`src/rtl/nn_pkg.sv`:
```
// Shared types and helpers for the neural network stream loader.
package nn_pkg;

    typedef enum logic [1:0] {
        ST_IDLE   = 2'd0,
        ST_LOAD_W = 2'd1,
        ST_LOAD_X = 2'd2,
        ST_START  = 2'd3
    } ld_state_e;

    localparam logic MODE_WEIGHT = 1'b0;
    localparam logic MODE_INPUT  = 1'b1;

    // Address width for an n-entry range; never narrower than one bit.
    function automatic int addr_w(input int n);
        return (n <= 1) ? 1 : $clog2(n);
    endfunction

endpackage

```
`src/rtl/nn_addr_counter.sv`:
```
// Cascaded syn -> node -> layer wrap counter with runtime terminal values,
// so the same counter walks both the weight space and the input vector.
module nn_addr_counter #(
    parameter int SW = 2,
    parameter int NW = 2,
    parameter int LW = 2
) (
    input  logic          clk,
    input  logic          rst,
    input  logic          clr,
    input  logic          inc,
    input  logic [SW-1:0] syn_max,
    input  logic [NW-1:0] node_max,
    input  logic [LW-1:0] layer_max,
    output logic [SW-1:0] syn,
    output logic [NW-1:0] node,
    output logic [LW-1:0] layer,
    output logic          last
);

    logic [SW-1:0] syn_q, syn_d;
    logic [NW-1:0] node_q, node_d;
    logic [LW-1:0] layer_q, layer_d;
    logic          syn_wrap, node_wrap, layer_wrap;

    assign syn_wrap   = (syn_q == syn_max);
    assign node_wrap  = (node_q == node_max);
    assign layer_wrap = (layer_q == layer_max);

    always_comb begin
        syn_d   = syn_q;
        node_d  = node_q;
        layer_d = layer_q;
        if (clr) begin
            syn_d   = '0;
            node_d  = '0;
            layer_d = '0;
        end else if (inc) begin
            // Explicit terminal compares so non-power-of-2 ranges wrap correctly.
            if (syn_wrap) begin
                syn_d = '0;
                if (node_wrap) begin
                    node_d  = '0;
                    layer_d = layer_wrap ? '0 : layer_q + 1'b1;
                end else begin
                    node_d = node_q + 1'b1;
                end
            end else begin
                syn_d = syn_q + 1'b1;
            end
        end
    end

    always_ff @(posedge clk or posedge rst) begin
        if (rst) begin
            syn_q   <= '0;
            node_q  <= '0;
            layer_q <= '0;
        end else begin
            syn_q   <= syn_d;
            node_q  <= node_d;
            layer_q <= layer_d;
        end
    end

    assign syn   = syn_q;
    assign node  = node_q;
    assign layer = layer_q;
    assign last  = syn_wrap & node_wrap & layer_wrap;

endmodule

```
`src/rtl/nn_stream_loader.sv`:
```
// Fills neural network weight/input memories from a valid/ready word stream,
// with optional one-cycle network start after an input load.
module nn_stream_loader
    import nn_pkg::*;
#(
    parameter int LAYER_SIZE  = 4,
    parameter int LAYER_DEPTH = 4,
    parameter int BIT_SIZE    = 16,
    parameter int FAN_IN      = LAYER_SIZE,
    localparam int LW = addr_w(LAYER_DEPTH),
    localparam int NW = addr_w(LAYER_SIZE),
    localparam int SW = addr_w(FAN_IN)
) (
    input  logic                clk,
    input  logic                rst,
    input  logic                cmd_valid,
    output logic                cmd_ready,
    input  logic                cmd_mode,
    input  logic                cmd_autostart,
    input  logic                s_valid,
    output logic                s_ready,
    input  logic [BIT_SIZE-1:0] s_data,
    input  logic                s_last,
    output logic                weight_write_enable,
    output logic                input_write_enable,
    output logic [LW-1:0]       layer,
    output logic [NW-1:0]       node,
    output logic [SW-1:0]       syn,
    output logic [BIT_SIZE-1:0] wdata,
    output logic                net_start,
    output logic                busy,
    output logic                done,
    output logic                err
);

    localparam logic [SW-1:0] SYN_LAST   = SW'(FAN_IN - 1);
    localparam logic [NW-1:0] NODE_LAST  = NW'(LAYER_SIZE - 1);
    localparam logic [LW-1:0] LAYER_LAST = LW'(LAYER_DEPTH - 1);

    ld_state_e           state_q, state_d;
    logic                mode_q, mode_d, auto_q, auto_d, err_q, err_d;
    logic                we_w_q, we_w_d, we_x_q, we_x_d;
    logic                net_start_q, net_start_d, done_q, done_d;
    logic [LW-1:0]       layer_q, layer_d;
    logic [NW-1:0]       node_q, node_d;
    logic [SW-1:0]       syn_q, syn_d;
    logic [BIT_SIZE-1:0] wdata_q, wdata_d;

    logic                cnt_clr, cnt_inc, cnt_last, loading, to_start;
    logic [SW-1:0]       cnt_syn;
    logic [NW-1:0]       cnt_node;
    logic [LW-1:0]       cnt_layer;

    // Input mode views the counter as a single layer with one synapse per node.
    nn_addr_counter #(.SW(SW), .NW(NW), .LW(LW)) u_cnt (
        .clk       (clk),
        .rst       (rst),
        .clr       (cnt_clr),
        .inc       (cnt_inc),
        .syn_max   ((mode_q == MODE_INPUT) ? '0 : SYN_LAST),
        .node_max  (NODE_LAST),
        .layer_max ((mode_q == MODE_INPUT) ? '0 : LAYER_LAST),
        .syn       (cnt_syn),
        .node      (cnt_node),
        .layer     (cnt_layer),
        .last      (cnt_last)
    );

    assign loading  = (state_q == ST_LOAD_W) || (state_q == ST_LOAD_X);
    assign to_start = (state_q == ST_LOAD_X) && auto_q;

    always_comb begin
        state_d     = state_q;
        mode_d      = mode_q;
        auto_d      = auto_q;
        err_d       = err_q;
        we_w_d      = 1'b0;
        we_x_d      = 1'b0;
        net_start_d = 1'b0;
        done_d      = 1'b0;
        layer_d     = layer_q;
        node_d      = node_q;
        syn_d       = syn_q;
        wdata_d     = wdata_q;
        cnt_clr     = 1'b0;
        cnt_inc     = 1'b0;
        unique case (state_q)
            ST_IDLE: begin
                if (cmd_valid) begin
                    mode_d  = cmd_mode;
                    auto_d  = cmd_autostart;
                    err_d   = 1'b0;
                    cnt_clr = 1'b1;
                    state_d = (cmd_mode == MODE_INPUT) ? ST_LOAD_X : ST_LOAD_W;
                end
            end
            ST_LOAD_W, ST_LOAD_X: begin
                if (s_valid) begin
                    cnt_inc = 1'b1;
                    we_w_d  = (state_q == ST_LOAD_W);
                    we_x_d  = (state_q == ST_LOAD_X);
                    layer_d = cnt_layer;
                    node_d  = cnt_node;
                    syn_d   = cnt_syn;
                    wdata_d = s_data;
                    if (cnt_last) begin
                        state_d = to_start ? ST_START : ST_IDLE;
                        done_d  = !to_start;
                    end else if (s_last) begin
                        err_d   = 1'b1;
                        state_d = ST_IDLE;
                    end
                end
            end
            ST_START: begin
                net_start_d = 1'b1;
                done_d      = 1'b1;
                state_d     = ST_IDLE;
            end
            default: state_d = ST_IDLE;
        endcase
    end

    always_ff @(posedge clk or posedge rst) begin
        if (rst) begin
            state_q     <= ST_IDLE;
            mode_q      <= MODE_WEIGHT;
            auto_q      <= 1'b0;
            err_q       <= 1'b0;
            we_w_q      <= 1'b0;
            we_x_q      <= 1'b0;
            net_start_q <= 1'b0;
            done_q      <= 1'b0;
            layer_q     <= '0;
            node_q      <= '0;
            syn_q       <= '0;
            wdata_q     <= '0;
        end else begin
            state_q     <= state_d;
            mode_q      <= mode_d;
            auto_q      <= auto_d;
            err_q       <= err_d;
            we_w_q      <= we_w_d;
            we_x_q      <= we_x_d;
            net_start_q <= net_start_d;
            done_q      <= done_d;
            layer_q     <= layer_d;
            node_q      <= node_d;
            syn_q       <= syn_d;
            wdata_q     <= wdata_d;
        end
    end

    assign cmd_ready           = (state_q == ST_IDLE);
    assign s_ready             = loading;
    assign busy                = (state_q != ST_IDLE);
    assign weight_write_enable = we_w_q;
    assign input_write_enable  = we_x_q;
    assign layer               = layer_q;
    assign node                = node_q;
    assign syn                 = syn_q;
    assign wdata               = wdata_q;
    assign net_start           = net_start_q;
    assign done                = done_q;
    assign err                 = err_q;

endmodule

```
`config.mk`:
```
export PLATFORM = sky130hd
export DESIGN_NAME = nn_stream_loader
export DESIGN_NICKNAME = d
export VERILOG_FILES = /design/src/rtl/nn_pkg.sv /design/src/rtl/nn_addr_counter.sv /design/src/rtl/nn_stream_loader.sv
export SDC_FILE = /design/constraint.sdc
export NUM_CORES = 1
export LEC_CHECK = 0
export CAP_MARGIN = 15
export CORE_MARGIN = 5
export CORE_UTILIZATION = 35
export DETAILED_ROUTE_END_ITERATION = 6
export PLACE_DENSITY_LB_ADDON = 0.05
export SLEW_MARGIN = 20
export SYNTH_ARGS = -nofsm -noshare
export SYNTH_HDL_FRONTEND = slang
export SYNTH_SLANG_ARGS = --single-unit
```
`constraint.sdc`:
```
create_clock -name clk -period 1.9 [get_ports clk]
set_input_delay 0.285 -clock clk [delete_from_list [all_inputs] [get_ports clk]]
set_output_delay 0.285 -clock clk [all_outputs]
set_load 0.005 [all_outputs]
```
==> impl_metrics.ini, run 1 <==
[status]
run_status = completed

[yosys]
yosys.cell_count.top_type = sky130_fd_sc_hd__dfrtp_1
synth-seq-cells = 37
synth-edff-count = 0
ys_async_sr_fraction_pct = 100
syn_inst = 131
yosysWarningCount = 0
net_count_after_synthesis = 160
synth.lib_cells_used.distinct = 36
cell_area_after_synthesis_um2 = 1650
netlist_top_cells_count = sky130_fd_sc_hd__dfrtp_1, sky130_fd_sc_hd__mux2_2, sky130_fd_sc_hd__nand2_1, sky130_fd_sc_hd__inv_1
seq_area_frac_synth_pct = 56.3
yosysTopAreaCellShare_pct = 56.3
synthesis.area_per_instance_um2 = 12.6
synth.largest_area_cell = sky130_fd_sc_hd__dfrtp_1
ys_top_cells_by_area = sky130_fd_sc_hd__dfrtp_1, sky130_fd_sc_hd__mux2_2, sky130_fd_sc_hd__ha_1
synth_flop_cell = sky130_fd_sc_hd__dfrtp_1

[setup_path]
critical_path_class = flop to output pin
crit_slowest_cell = sky130_fd_sc_hd__clkdlybuf4s50_1
timing.critical_path.from_type = flop
timing.critical_path.fanout_max = 3
crit_path_max_incr_delay_ns = 0.49
critical_path.cell_chain = inv_1, ha_4, clkdlybuf4s50_1
category_of_cells_accounting_for_the_largest_share_of_critical_path_delay = buffers and inverters
worst_ep_arrival_time_ns = 1.53
critical_path_buf_inv_count = 2
required_ns = 1.62
end_kind = output pin

[layout]
nNetsFinal = 222
drive_above_1_share_pct = 22.3
fill_cells = 407
total_inserted_antenna_cells = 0
area_delta_synth_final_pct = 44.2

[die]
core_um2 = 4630
std_cell_rows = 25
die_x_um = 78.6
starting_density_of_the_core_pct = 35.5
dieHeight_um = 78.6
fp.dieArea_um2 = 6170
design.portCount = 53

[global_routing]
grt.met3_usage_pct = 4.01
grt_usage_pct = 11.9
grt_busiest_layer = met2
use_met1_pct = 14.1
vias_in_the_first_global_route = 1227
first_pass_grt_wire_length_um = 5740
globalRouteMet2Util_pct = 19.1
gr-total-overflow = 0
initial_antenna_violation_count = 0
largest_net_degree_at_the_start_of_global_routing = 38

[power]
vdd.ir_drop.worst_mv = 0.853
total_power_w = 0.00365
power-per-cell-area_nw_per_um2 = 1540
power.static_leakage_nw = 1.05

[timing]
rsz0062_at_grt = no
period_share_pct = 95.7
fin_ws_ns = 0.0826
period_needed_ns = 1.82
fmax_mhz = 550
finalSetupViolations = 0
fin_setup_tns_ns = 0
tightest_slew_ns = 0.453
slew_headroom_pct = 69.8
hold_viol_final = 0
finalMaxSlewViolations = 0
fin_skew_ns = 0.00496

[detailed_routing]
drc_errors = 0
detail_route.wirelength_um = 3450
drt-wirelength-per-cell_um = 14.0
drt_first_iter_violations = 28
drtPass1Iterations = 4
drt-vias-per-instance = 4.79
drtAntennaViolNets = 0
detailroute.via_count = 1182

[cts]
cts_tree = yes
clk_root_buffer_cell = sky130_fd_sc_hd__clkbuf_8
clock_tree.htree_level_count = 2
cts.sinks = 37
clock_tree.buffer_depth = 2
cts_inserted_buffers = 5
clock_insertion_delay_worst_skew_ns = 0.28
clkSlewWorstSetupHoldPaths_ns = 0.07
cts_hold_repair.buffers = 0

[worst_hold_path]
hold_path.class = primary input to asynchronous set/reset pin

[placement]
gp_congestion = 0.850
count_of_port_buffers_added_during_placement = 52
post-dp-hpwl_um = 2570
dpl_worst_slack_ns = 0.0796

[run]
maxCapViolations = 0
==> logic make-up after synthesis <==
logic type                 after synthesis  synth area share (%)
AOI/OAI and AO/OA                       17                  8.59
muxes                                   24                  16.1
buffers and inverters                   12                  2.97
DFF                                     37                  56.3
xor gates and xnor gates                 2                  1.06
adders and majority gates                6                  4.56
and+or+nand+nor                         33                  10.4
==> layout make-up <==
type	instances	area [um2]	area share, %
sequential	37	926	39.0
multi-input combinational	82	689	29.1
timing repair buffer	59	573	24.2
clock buffer	7	86.3	3.64
tap	54	67.6	2.85
inverter	8	30.0	1.27
==> report_power, final <==
part           leakage (nW)  internal [W]  switching, W
sequential            0.466       0.00111      0.000192
clock                0.0443      0.000287      0.000246
combinational         0.538       0.00111      0.000702
==> worst register-to-register path, delay by kind of cell, from the launching register on <==
kind	cells	cell delay, ns
muxes	1	0.14
adders and majority gates	1	0.28
AOI/OAI and AO/OA	2	0.64
and+or+nand+nor	1	0.20
DFF	1	0.41
==> metal layers <==
layer	up-vias	part of all wire [%]	routed length (um)
li1	570	-	-
met1	567	43	1470
met2	35	49	1690
met3	10	5.6	192
met4	0	2.7	92
met5	-	0	0
==> through the flow <==
stage	hold WS (ns)	cell area, um2	utilization (%)	cells
after floorplan	0.390	1650	-	131
after global placement	0.471	2250	48.6	238
after detailed placement	0.467	2250	48.6	238
after CTS	0.423	2360	50.9	247
after global routing	0.455	2370	51.2	247
final	0.404	2370	51.2	247
==> registers in the layout, summed over array words and instances (netlist names), 2 cells and up <==
signal / cells
node: 2
layer: 2
wdata: 16
u_cnt.syn: 2
u_cnt.layer: 2
syn: 2
state_q: 2
u_cnt.node: 2
==> timing repair <==
action                                 CTS  global route
endpoints found under the hold margin    0             0
gates resized for setup                  1             2
setup endpoints to repair                3             4
setup buffers                            2             0
==> cell usage in the layout (no fill, tap or decap), drive strengths merged, types with 4 or more instances in the layout <==
| cell type | Yosys | final |
|---|---|---|
| ha | 6 | 6 |
| inv | 8 | 8 |
| clkbuf | 1 | 7 |
| mux2 | 20 | 20 |
| nor2 | 6 | 6 |
| dfrtp | 37 | 37 |
| nand2 | 13 | 13 |
| clkdlybuf4s50 | 0 | 52 |
| buf | 3 | 7 |
| a21oi | 6 | 6 |
| mux2i | 4 | 4 |
==> final timing paths <==
| path | startpoint | depth (start not counted) | slack, ns | to |
|---|---|---|---|---|
| worst max-delay path | state_q[0] | 3 | 0.08 | s_ready |
| max in group asynchronous | rst | 3 | 1.18 | wdata[6] |
| min in group clk | syn[0] | 2 | 0.48 | syn[0] |
| worst min-delay path | rst | 3 | 0.40 | net_start |
| worst min register to register | syn[0] | 2 | 0.48 | syn[0] |
| worst max register to register | u_cnt.node[0] | 5 | 0.12 | state_q[0] |
Power figures use the tool's default switching activity.
==> run 2, diff against run 1 <==
CTS_CLUSTER_DIAMETER = 150   (was unset)
SLEW_MARGIN = unset   (was 20)
==> results of run 2 <==
No change in the layout: final DEF, timing and power equal those of run 1.
